### src/rtl/decode_pkg.sv
// Shared constants and the packed decode-entry type for the decode stage.
// Class codes are what downstream datapath control keys on; opcode/funct values follow the MIPS-like encoding.
package decode_pkg;

  localparam logic [3:0] CLS_NONE    = 4'd0;
  localparam logic [3:0] CLS_ALU     = 4'd1;
  localparam logic [3:0] CLS_LOGIC   = 4'd2;
  localparam logic [3:0] CLS_LOAD    = 4'd3;
  localparam logic [3:0] CLS_STORE   = 4'd4;
  localparam logic [3:0] CLS_BEQ     = 4'd5;
  localparam logic [3:0] CLS_BNE     = 4'd6;
  localparam logic [3:0] CLS_BGT     = 4'd7;
  localparam logic [3:0] CLS_BLE     = 4'd8;
  localparam logic [3:0] CLS_SLT     = 4'd9;
  localparam logic [3:0] CLS_JUMP    = 4'd10;
  localparam logic [3:0] CLS_SHIFT   = 4'd11;
  localparam logic [3:0] CLS_ILLEGAL = 4'd15;

  localparam logic [5:0] OP_RTYPE = 6'b000000;
  localparam logic [5:0] OP_BLE_A = 6'b000001;
  localparam logic [5:0] OP_J     = 6'b000010;
  localparam logic [5:0] OP_JAL   = 6'b000011;
  localparam logic [5:0] OP_BEQ   = 6'b000100;
  localparam logic [5:0] OP_BNE   = 6'b000101;
  localparam logic [5:0] OP_BLE_B = 6'b000110;
  localparam logic [5:0] OP_BGT   = 6'b000111;
  localparam logic [5:0] OP_ADDI  = 6'b001000;
  localparam logic [5:0] OP_ADDIU = 6'b001001;
  localparam logic [5:0] OP_SLTI  = 6'b001010;
  localparam logic [5:0] OP_ANDI  = 6'b001100;
  localparam logic [5:0] OP_ORI   = 6'b001101;
  localparam logic [5:0] OP_LW    = 6'b100011;
  localparam logic [5:0] OP_SW    = 6'b101011;

  localparam logic [5:0] FN_SLL  = 6'b000000;
  localparam logic [5:0] FN_SRL  = 6'b000010;
  localparam logic [5:0] FN_JR   = 6'b001000;
  localparam logic [5:0] FN_ADD  = 6'b100000;
  localparam logic [5:0] FN_ADDU = 6'b100001;
  localparam logic [5:0] FN_SUB  = 6'b100010;
  localparam logic [5:0] FN_SUBU = 6'b100011;
  localparam logic [5:0] FN_AND  = 6'b100100;
  localparam logic [5:0] FN_OR   = 6'b100101;
  localparam logic [5:0] FN_SLT  = 6'b101010;

  // imm is carried at the widest legal XLEN; the stage truncates to its own width.
  typedef struct packed {
    logic [3:0]  cls;
    logic [4:0]  rs;
    logic [4:0]  rt;
    logic [4:0]  rd;
    logic [63:0] imm;
    logic        illegal;
  } decode_entry_t;

  function automatic logic [63:0] sext16(input logic [15:0] v);
    return {{48{v[15]}}, v};
  endfunction

endpackage

### src/rtl/decode_comb.sv
// Purely combinational instruction decode: one 32-bit word in, one decode entry out.
module decode_comb
  import decode_pkg::*;
(
  input  logic [31:0]   i_instr,
  output decode_entry_t o_entry
);

  logic [5:0] w_opcode;
  logic [5:0] w_funct;

  assign w_opcode = i_instr[31:26];
  assign w_funct  = i_instr[5:0];

  always_comb begin
    o_entry     = '0;
    o_entry.rs  = i_instr[25:21];
    o_entry.rt  = i_instr[20:16];
    o_entry.rd  = i_instr[15:11];
    o_entry.cls = CLS_ILLEGAL;

    case (w_opcode)
      OP_RTYPE: begin
        case (w_funct)
          FN_ADD, FN_ADDU, FN_SUB, FN_SUBU: o_entry.cls = CLS_ALU;
          FN_AND, FN_OR:                    o_entry.cls = CLS_LOGIC;
          FN_SLT:                           o_entry.cls = CLS_SLT;
          FN_JR:                            o_entry.cls = CLS_JUMP;
          FN_SLL, FN_SRL:                   o_entry.cls = CLS_SHIFT;
          default:                          o_entry.cls = CLS_ILLEGAL;
        endcase
      end
      OP_ADDI, OP_ADDIU: begin
        o_entry.cls = CLS_ALU;
        o_entry.imm = sext16(i_instr[15:0]);
      end
      OP_ANDI, OP_ORI: begin
        o_entry.cls = CLS_LOGIC;
        o_entry.imm = {48'd0, i_instr[15:0]};
      end
      OP_SLTI: begin
        o_entry.cls = CLS_SLT;
        o_entry.imm = sext16(i_instr[15:0]);
      end
      OP_LW: begin
        o_entry.cls = CLS_LOAD;
        o_entry.imm = sext16(i_instr[15:0]);
      end
      OP_SW: begin
        o_entry.cls = CLS_STORE;
        o_entry.imm = sext16(i_instr[15:0]);
      end
      OP_BEQ: begin
        o_entry.cls = CLS_BEQ;
        o_entry.imm = sext16(i_instr[15:0]);
      end
      OP_BNE: begin
        o_entry.cls = CLS_BNE;
        o_entry.imm = sext16(i_instr[15:0]);
      end
      OP_BGT: begin
        o_entry.cls = CLS_BGT;
        o_entry.imm = sext16(i_instr[15:0]);
      end
      OP_BLE_A, OP_BLE_B: begin
        o_entry.cls = CLS_BLE;
        o_entry.imm = sext16(i_instr[15:0]);
      end
      OP_J, OP_JAL: begin
        o_entry.cls = CLS_JUMP;
        o_entry.imm = {38'd0, i_instr[25:0]};
      end
      default: o_entry.cls = CLS_ILLEGAL;
    endcase

    o_entry.illegal = (o_entry.cls == CLS_ILLEGAL);
  end

endmodule

### src/rtl/decode_stage.sv
// Decode stage: combinational decode into a DEPTH-entry circular output queue,
// with a saturating count of accepted illegal words that survives flush.
module decode_stage
  import decode_pkg::*;
#(
  parameter int XLEN  = 32,
  parameter int DEPTH = 2,
  parameter int CNT_W = 8
) (
  input  logic             clk,
  input  logic             rst,
  input  logic             flush,
  input  logic             in_valid,
  input  logic [31:0]      in_instr,
  output logic             in_ready,
  output logic             out_valid,
  input  logic             out_ready,
  output logic [3:0]       out_class,
  output logic [4:0]       out_rs,
  output logic [4:0]       out_rt,
  output logic [4:0]       out_rd,
  output logic [XLEN-1:0]  out_imm,
  output logic             out_illegal,
  output logic [CNT_W-1:0] illegal_count
);

  localparam int PTR_W = (DEPTH > 1) ? $clog2(DEPTH) : 1;
  localparam int OCC_W = $clog2(DEPTH + 1);
  localparam logic [PTR_W-1:0] PTR_LAST = PTR_W'(DEPTH - 1);
  localparam logic [OCC_W-1:0] OCC_FULL = OCC_W'(DEPTH);

  decode_entry_t    r_mem [DEPTH];
  logic [PTR_W-1:0] r_wptr;
  logic [PTR_W-1:0] r_rptr;
  logic [OCC_W-1:0] r_occ;
  logic [CNT_W-1:0] r_illegal_count;

  decode_entry_t w_entry;
  decode_entry_t w_head;
  decode_entry_t w_out;
  logic          w_push;
  logic          w_pop;
  logic          w_unused_imm;

  decode_comb u_decode_comb (
    .i_instr (in_instr),
    .o_entry (w_entry)
  );

  function automatic logic [PTR_W-1:0] ptr_next(input logic [PTR_W-1:0] p);
    return (p == PTR_LAST) ? '0 : p + 1'b1;
  endfunction

  // in_ready looks only at occupancy, so a full queue never admits a push even when popping.
  assign in_ready  = (r_occ < OCC_FULL);
  assign out_valid = (r_occ != '0);
  assign w_push    = in_valid && in_ready && !flush;
  assign w_pop     = out_valid && out_ready && !flush;

  always_ff @(posedge clk) begin
    if (rst) begin
      r_wptr          <= '0;
      r_rptr          <= '0;
      r_occ           <= '0;
      r_illegal_count <= '0;
    end else begin
      if (flush) begin
        r_wptr <= '0;
        r_rptr <= '0;
        r_occ  <= '0;
      end else begin
        if (w_push) r_wptr <= ptr_next(r_wptr);
        if (w_pop)  r_rptr <= ptr_next(r_rptr);
        case ({w_push, w_pop})
          2'b10:   r_occ <= r_occ + 1'b1;
          2'b01:   r_occ <= r_occ - 1'b1;
          default: r_occ <= r_occ;
        endcase
      end
      if (w_push && w_entry.illegal && (r_illegal_count != '1))
        r_illegal_count <= r_illegal_count + 1'b1;
    end
  end

  always_ff @(posedge clk) begin
    if (w_push) r_mem[r_wptr] <= w_entry;
  end

  assign w_head = r_mem[r_rptr];
  assign w_out  = out_valid ? w_head : '0;

  assign out_class     = w_out.cls;
  assign out_rs        = w_out.rs;
  assign out_rt        = w_out.rt;
  assign out_rd        = w_out.rd;
  assign out_imm       = w_out.imm[XLEN-1:0];
  assign out_illegal   = w_out.illegal;
  assign illegal_count = r_illegal_count;
  assign w_unused_imm  = ^w_out.imm;

endmodule

### config.mk
export PLATFORM = sky130hd
export DESIGN_NAME = decode_stage
export DESIGN_NICKNAME = d
export VERILOG_FILES = /design/src/rtl/decode_pkg.sv /design/src/rtl/decode_comb.sv /design/src/rtl/decode_stage.sv
export SDC_FILE = /design/constraint.sdc
export NUM_CORES = 1
export LEC_CHECK = 0
export CORE_ASPECT_RATIO = 0.7
export CORE_MARGIN = 1
export CORE_UTILIZATION = 35
export CTS_BUF_LIST = sky130_fd_sc_hd__clkbuf_4 sky130_fd_sc_hd__clkbuf_8
export DETAILED_ROUTE_END_ITERATION = 6
export SYNTH_ARGS = -nofsm -noshare
export SYNTH_HDL_FRONTEND = slang
export SYNTH_SLANG_ARGS = --single-unit
### constraint.sdc
create_clock -name clk -period 10.16 [get_ports clk]
set_input_delay 2.032 -clock clk [delete_from_list [all_inputs] [get_ports clk]]
set_output_delay 2.032 -clock clk [all_outputs]
set_load 0.005 [all_outputs]
After elaboration in Yosys (flattened, before gate mapping)
Memory sizes are Yosys's and may differ from the RTL's. A register that Yosys moved wholly into a read port is not among the register bits.
Cells that the tools add are included.
{"block": "totals", "n_memories": 1, "register_bits": 12, "latch_bits": 0, "mem_bits_rw": 168, "romBits": 0, "output_inout_bits": 62}
{"name": "r_mem", "words": 2, "width": 84, "rd": 1, "rd_clocked_by_memory_dff": 1, "wr": 1, "line": "decode_stage.sv:32", "text": "decode_entry_t r_mem [DEPTH];"}
{"block": "op_classes", "shifts": 0, "eq_ne": 27, "n_bitwise": 0, "addsub": 5, "magnitude_cmp": 1, "div_mod_pow": 0, "muxes": 11, "mul": 0, "n_reduce_logical": 20}
{"operator": "64-bit one-hot mux with 3 select lines", "count": 1}
{"operator": "84-bit 2-to-1 mux", "count": 1}
{"operator": "6-bit equality test, second input constant", "count": 9}
{"operator": "4-bit one-hot mux with 11 select lines", "count": 1}
{"operator": "6-bit by 4-bit equality test with 1-bit output, second input constant", "count": 6}
{"operator": "6-bit by 3-bit equality test with 1-bit output, second input constant", "count": 4}
{"operator": "4-bit one-hot mux with 5 select lines", "count": 1}
{"operator": "6-bit by 2-bit equality test with 1-bit output, second input constant", "count": 3}
{"operator": "2-bit OR reduction", "count": 7}
{"operator": "6-bit zero test", "count": 2}
{"operator": "10-bit OR reduction", "count": 1}
{"operator": "8-bit by 1-bit adder with 8-bit output, second input constant", "count": 1}
{"operator": "8-bit inequality test, second input constant", "count": 1}
{"operator": "6-bit by 1-bit equality test with 1-bit output, second input constant", "count": 1}
{"operator": "1-bit logical AND", "count": 6}
{"operator": "1-bit 2-to-1 mux", "count": 6}
{"operator": "4-bit equality test, second input constant", "count": 1}
{"operator": "2-bit one-hot mux with 2 select lines", "count": 1}
{"operator": "2-bit nonzero test", "count": 2}
{"operator": "4-bit OR reduction", "count": 1}
{"operator": "1-bit adder, second input constant", "count": 2}
{"operator": "2-bit by 1-bit adder with 2-bit output, second input constant", "count": 1}
{"operator": "2-bit by 1-bit equality test with 1-bit output, second input constant", "count": 1}
{"operator": "2-bit equality test, second input constant", "count": 1}
{"operator": "other kinds (3)", "count": 3}

Depth between registers and ports, before layout
{"block": "depth", "word_depth": 7, "mapped_depth": 9, "mapped_depth_nobuf": 9}

By module
Synthesis repeated with hierarchy kept, for this count alone.
{"block": "unflattened", "hier_cells": 434, "hier_area_um2": 5521.5}
{"mod": "decode_stage", "seq_area_each_um2": 3383.2, "instances": 1, "cells_per_inst": 288, "area_each_um2": 4531.8}
{"mod": "decode_comb", "seq_area_each_um2": 0.0, "instances": 1, "cells_per_inst": 146, "area_each_um2": 989.7}

Worst setup path after synthesis
OpenSTA, ideal clock, no wires.
{"block": "synth_path", "path_type": "input to register", "from": "in flush", "to": "mem r_mem[0][0] in the netlist's numbering (enable)", "t_arrival_ns": 4.225, "setup_ns": 0.452, "path_slack_ns": 5.483, "path_stages": 3, "required_ns": 9.708, "path_cell_list": "nor2_1 -> nand2_1 -> nor2_1"}
{"block": "synth_between", "elab_chain_cells": 4}
{"item": "start: declaration", "line": "decode_stage.sv:12", "text": "input logic flush,"}
{"item": "1-bit zero test", "line": "decode_stage.sv:57", "text": "assign w_push = in_valid && in_ready && !flush;"}
{"item": "1-bit logical AND", "line": "decode_stage.sv:57"}
{"item": "1-bit 2-to-1 mux", "line": "decode_stage.sv:86", "text": "if (w_push) r_mem[r_wptr] <= w_entry;"}
{"item": "1-bit 2-to-1 mux (implied by the code)", "line": "decode_stage.sv:86"}
{"item": "end: declaration", "line": "decode_stage.sv:32"}
No other way between the ends.

==> report_table.html <==
<table>
<tr><th>Metric</th><th>Value</th></tr>
<tr><th colspan="2">Worst setup path</th></tr>
<tr><td>Startpoint kind of the worst setup timing path</td><td>register</td></tr>
<tr><td>Worst endpoint required time</td><td>8.13 ns</td></tr>
<tr><td>Crit path arrival time</td><td>2.46 ns</td></tr>
<tr><td>Critical Path Sink Type</td><td>primary output</td></tr>
<tr><td>Worst Path Class, Setup</td><td>reg -&gt; out</td></tr>
<tr><td>Critical path peak fanout</td><td>47</td></tr>
<tr><th colspan="2">Clock tree</th></tr>
<tr><td>Later-pin clock latency in the skew report</td><td>0.37 ns</td></tr>
<tr><td>Clock tree buffer depth</td><td>2</td></tr>
<tr><td>Library cell used as clock root buffer</td><td>clkbuf_8</td></tr>
<tr><td>Htree depth</td><td>3</td></tr>
<tr><td>TritonCTS clock tree</td><td>done</td></tr>
<tr><td>Post-CTS resize count</td><td>0</td></tr>
<tr><td>Postcts setup bufs</td><td>0</td></tr>
<tr><td>CTS Buf Count</td><td>9</td></tr>
<tr><td>Num Clock Sinks</td><td>107</td></tr>
<tr><td>Count of hold buffers inserted by post-cts repair</td><td>0</td></tr>
<tr><td>Clock-pin transition on the worst setup and hold timing paths</td><td>0.09 ns</td></tr>
<tr><th colspan="2">Global route</th></tr>
<tr><td>GRT overflow</td><td>0</td></tr>
<tr><td>Antenna violations before repair</td><td>0</td></tr>
<tr><td>Met2 demand-to-capacity share in global routing</td><td>23.87%</td></tr>
<tr><td>First-pass GRT wire length</td><td>15890 um</td></tr>
<tr><td>Routing usage on met1</td><td>19.92%</td></tr>
<tr><td>Total routing resource utilization after global routing</td><td>14.81%</td></tr>
<tr><td>Grt met3 use</td><td>3.563%</td></tr>
<tr><td>Top Usage Layer GRT</td><td>met2</td></tr>
<tr><td>Vias in the first global route</td><td>3113</td></tr>
<tr><td>Pin count of the biggest net entering global routing</td><td>48</td></tr>
<tr><th colspan="2">Routing</th></tr>
<tr><td>Drc violations</td><td>0</td></tr>
<tr><td>Violation count after the first detailed-routing iteration</td><td>180</td></tr>
<tr><td>Routed vias</td><td>3167</td></tr>
<tr><td>Detailed-router iteration count before antenna repair</td><td>4</td></tr>
<tr><td>Routed length per instance</td><td>15.42 um</td></tr>
<tr><td>Vias per std cell</td><td>4.820</td></tr>
<tr><td>Total wirelength of the detailed-routed design</td><td>10130 um</td></tr>
<tr><td>DRT antenna net count</td><td>0</td></tr>
<tr><th colspan="2">Yosys</th></tr>
<tr><td>Synthesized area per cell</td><td>12.64 um2</td></tr>
<tr><td>Area fraction of the dominant cell type after synthesis</td><td>59.07%</td></tr>
<tr><td>Synthesized netlist cell count</td><td>378</td></tr>
<tr><td>Post-synthesis sequential element count</td><td>107</td></tr>
<tr><td>Count of warnings emitted by yosys</td><td>0</td></tr>
<tr><td>Ranking of synthesized cells by area</td><td>edfxtp_1 (59%), mux2i_1 (9.8%), dfxtp_1 (5.4%), nor2_1 (5.4%), and2_1 (2.1%)</td></tr>
<tr><td>Dominant register cell in the synthesized netlist</td><td>edfxtp_1</td></tr>
<tr><td>Number of flops mapped to enable cells by yosys</td><td>94</td></tr>
<tr><td>Synthesized net count</td><td>417</td></tr>
<tr><td>Area of the mapped netlist</td><td>4778 um2</td></tr>
<tr><td>Count of unique library cells instantiated by Yosys</td><td>46</td></tr>
<tr><td>Leading area contributor after synthesis</td><td>edfxtp_1</td></tr>
<tr><td>Sequential-to-total area share from yosys stat</td><td>64.52%</td></tr>
<tr><td>Share of synthesized registers carrying an async set or reset</td><td>0%</td></tr>
<tr><th colspan="2">Die</th></tr>
<tr><td>Overall die height</td><td>99.76 um</td></tr>
<tr><td>Die Footprint</td><td>14130 um2</td></tr>
<tr><td>Die W</td><td>141.7 um</td></tr>
<tr><td>Starting Density</td><td>36.13%</td></tr>
<tr><td>Top-Level Pins</td><td>99</td></tr>
<tr><td>Cell Rows</td><td>35</td></tr>
<tr><td>Core ar.</td><td>13230 um2</td></tr>
<tr><th colspan="2">Layout</th></tr>
<tr><td>Final design area excluding fillers</td><td>6171 um2</td></tr>
<tr><td>Commonest non-fill, non-tap cell in the layout</td><td>clkdlybuf4s50_1</td></tr>
<tr><td>Count of filler cells inserted in the layout</td><td>1210</td></tr>
<tr><td>Share of final-layout standard cells stronger than drive strength 1</td><td>7.203%</td></tr>
<tr><td>Nets</td><td>506</td></tr>
<tr><td>Commonest non-fill, non-tap cells in the layout</td><td>clkdlybuf4s50_1 (98), edfxtp_1 (94), nor2_1 (66)</td></tr>
<tr><td>Number of antenna diodes</td><td>0</td></tr>
<tr><td>Layout-stage area growth over the synthesis result</td><td>29.14%</td></tr>
<tr><th colspan="2">Place</th></tr>
<tr><td>Count of input and output buffers</td><td>98</td></tr>
<tr><td>Instance area after placement</td><td>5947 um2</td></tr>
<tr><td>Half-perimeter wire length after placement</td><td>6468 um</td></tr>
<tr><td>Pre-CTS setup slack</td><td>5.462 ns</td></tr>
<tr><td>Final weighted congestion in routability-driven placement</td><td>0.7457</td></tr>
<tr><th colspan="2">Job</th></tr>
<tr><td>Count of maximum capacitance violations</td><td>0</td></tr>
<tr><th colspan="2">Timing</th></tr>
<tr><td>Highest achievable clock rate</td><td>222.5 MHz</td></tr>
<tr><td>Worst slew pin tran</td><td>0.8540 ns</td></tr>
<tr><td>Worst slew margin relative to its limit</td><td>43.07%</td></tr>
<tr><td>Post-Route Setup TNS</td><td>0 ns</td></tr>
<tr><td>Pins Over Slew Limit</td><td>0</td></tr>
<tr><td>Worst path setup slack after routing</td><td>5.667 ns</td></tr>
<tr><td>Shortest clock period the worst path allows after layout</td><td>4.493 ns</td></tr>
<tr><td>Unrepaired setup endpoints after global routing</td><td>false</td></tr>
<tr><td>Endpoints failing setup</td><td>0</td></tr>
<tr><td>Clock skew after layout</td><td>0.009285 ns</td></tr>
<tr><td>Final-report hold violation count</td><td>0</td></tr>
<tr><td>Post-route fraction of the period consumed by the critical path</td><td>44.23%</td></tr>
<tr><th colspan="2">Worst hold path</th></tr>
<tr><td>Worst min-delay path category</td><td>reg -&gt; reg</td></tr>
<tr><th colspan="2">Power and ir drop</th></tr>
<tr><td>Pwr per Cell Area</td><td>139.4 nW/um2</td></tr>
<tr><td>Worst supply voltage drop on vdd</td><td>0.00007825 V</td></tr>
<tr><td>Leakage</td><td>0.002025 uW</td></tr>
<tr><th colspan="2">Run status</th></tr>
<tr><td>Status</td><td>complete, no violations</td></tr>
</table>
where the power goes:
| group | switching (uW) | internal, uW | leakage, uW | total (uW) |
|---|---|---|---|---|
| Clock | 142 | 146 | 0.000111 | 288 |
| Combinational | 41.6 | 37.7 | 0.000938 | 79.3 |
| Sequential | 3.17 | 490 | 0.000976 | 493 |
registers in the layout, summed over array words and instances (netlist names), named ones only:
name and count:
r_wptr 1, r_rptr 1, illegal_count 8, r_mem 94
r_occ 2
per-stage QoR:
| step | std cells | total power (uW) | utilization (%) | hold slack (ns) |
|---|---|---|---|---|
| 4_1_cts | 657 | 871.4 | 46.66 | 0.5171 |
| 6_report | 657 | 860.4 | 46.66 | 0.5276 |
| 2_1_floorplan | 378 | 541.2 | - | 0.4810 |
| 3_5_place_dp | 641 | 583.0 | 44.97 | 0.5018 |
| 5_1_grt | 657 | 892.9 | 46.66 | 0.5444 |
| 3_3_place_gp | 641 | 580.5 | 44.97 | 0.4871 |
metal layers:
layer,vias up,part of all wire (%)
met5,-,0
met4,0,1.3
met3,13,4.6
met2,90,46
met1,1522,48
li1,1542,-
final timing paths:
| path | slack, ns | from | to | depth (start not counted) |
|---|---|---|---|---|
| hold / removal | 0.53 | illegal_count[6] | illegal_count[6] | 2 |
| setup reg to reg | 8.14 | r_occ[0] | r_occ[1] | 8 |
| hold reg to reg | 0.53 | illegal_count[6] | illegal_count[6] | 2 |
| setup / recovery | 5.67 | register | out_imm[29] | 4 |
worst max-delay path: stages, from the launching register on:
cell and delay (ns):
dfxtp_2 0.32, buf_4 0.66, mux2i_1 0.19, nor2_1 0.33
clkdlybuf4s50_1 0.58
logic make-up after synthesis:
kind of cell,after synthesis,synth area share [%]
flip-flops,107,64.52
adder cells (fa/ha/maj),2,0.5236
XOR/XNOR,7,1.283
AO/OA/AOI/OAI,48,6.704
multiplexers,50,10.55
buffers and inverters,36,3.404
AND/OR/NAND/NOR,128,13.01
Yosys cell counts (4+ instances only):
cell      instances
xnor2_1           4
and2_1           16
inv_1            10
buf_1             5
o31ai_1           4
nand2_1          11
clkbuf_1         14
dfxtp_1          13
buf_4             5
nor3_1            7
nor2b_1           4
a21o_1           10
o21ai_0           7
nor2_1           69
a21oi_1          16
edfxtp_1         94
mux2i_1          47
area by class of cell:
cell class	count	area [um2]	area share [%]
clock buffers	11	138.9	2.251
clock inverters	5	85.08	1.379
inverters	10	37.54	0.6083
multi-input cells	235	1568	25.41
flip-flops and latches	107	3084	49.98
well taps	185	231.5	3.751
repair buffers	104	1026	16.63
Note: power is estimated with default switching activity, not from simulation.
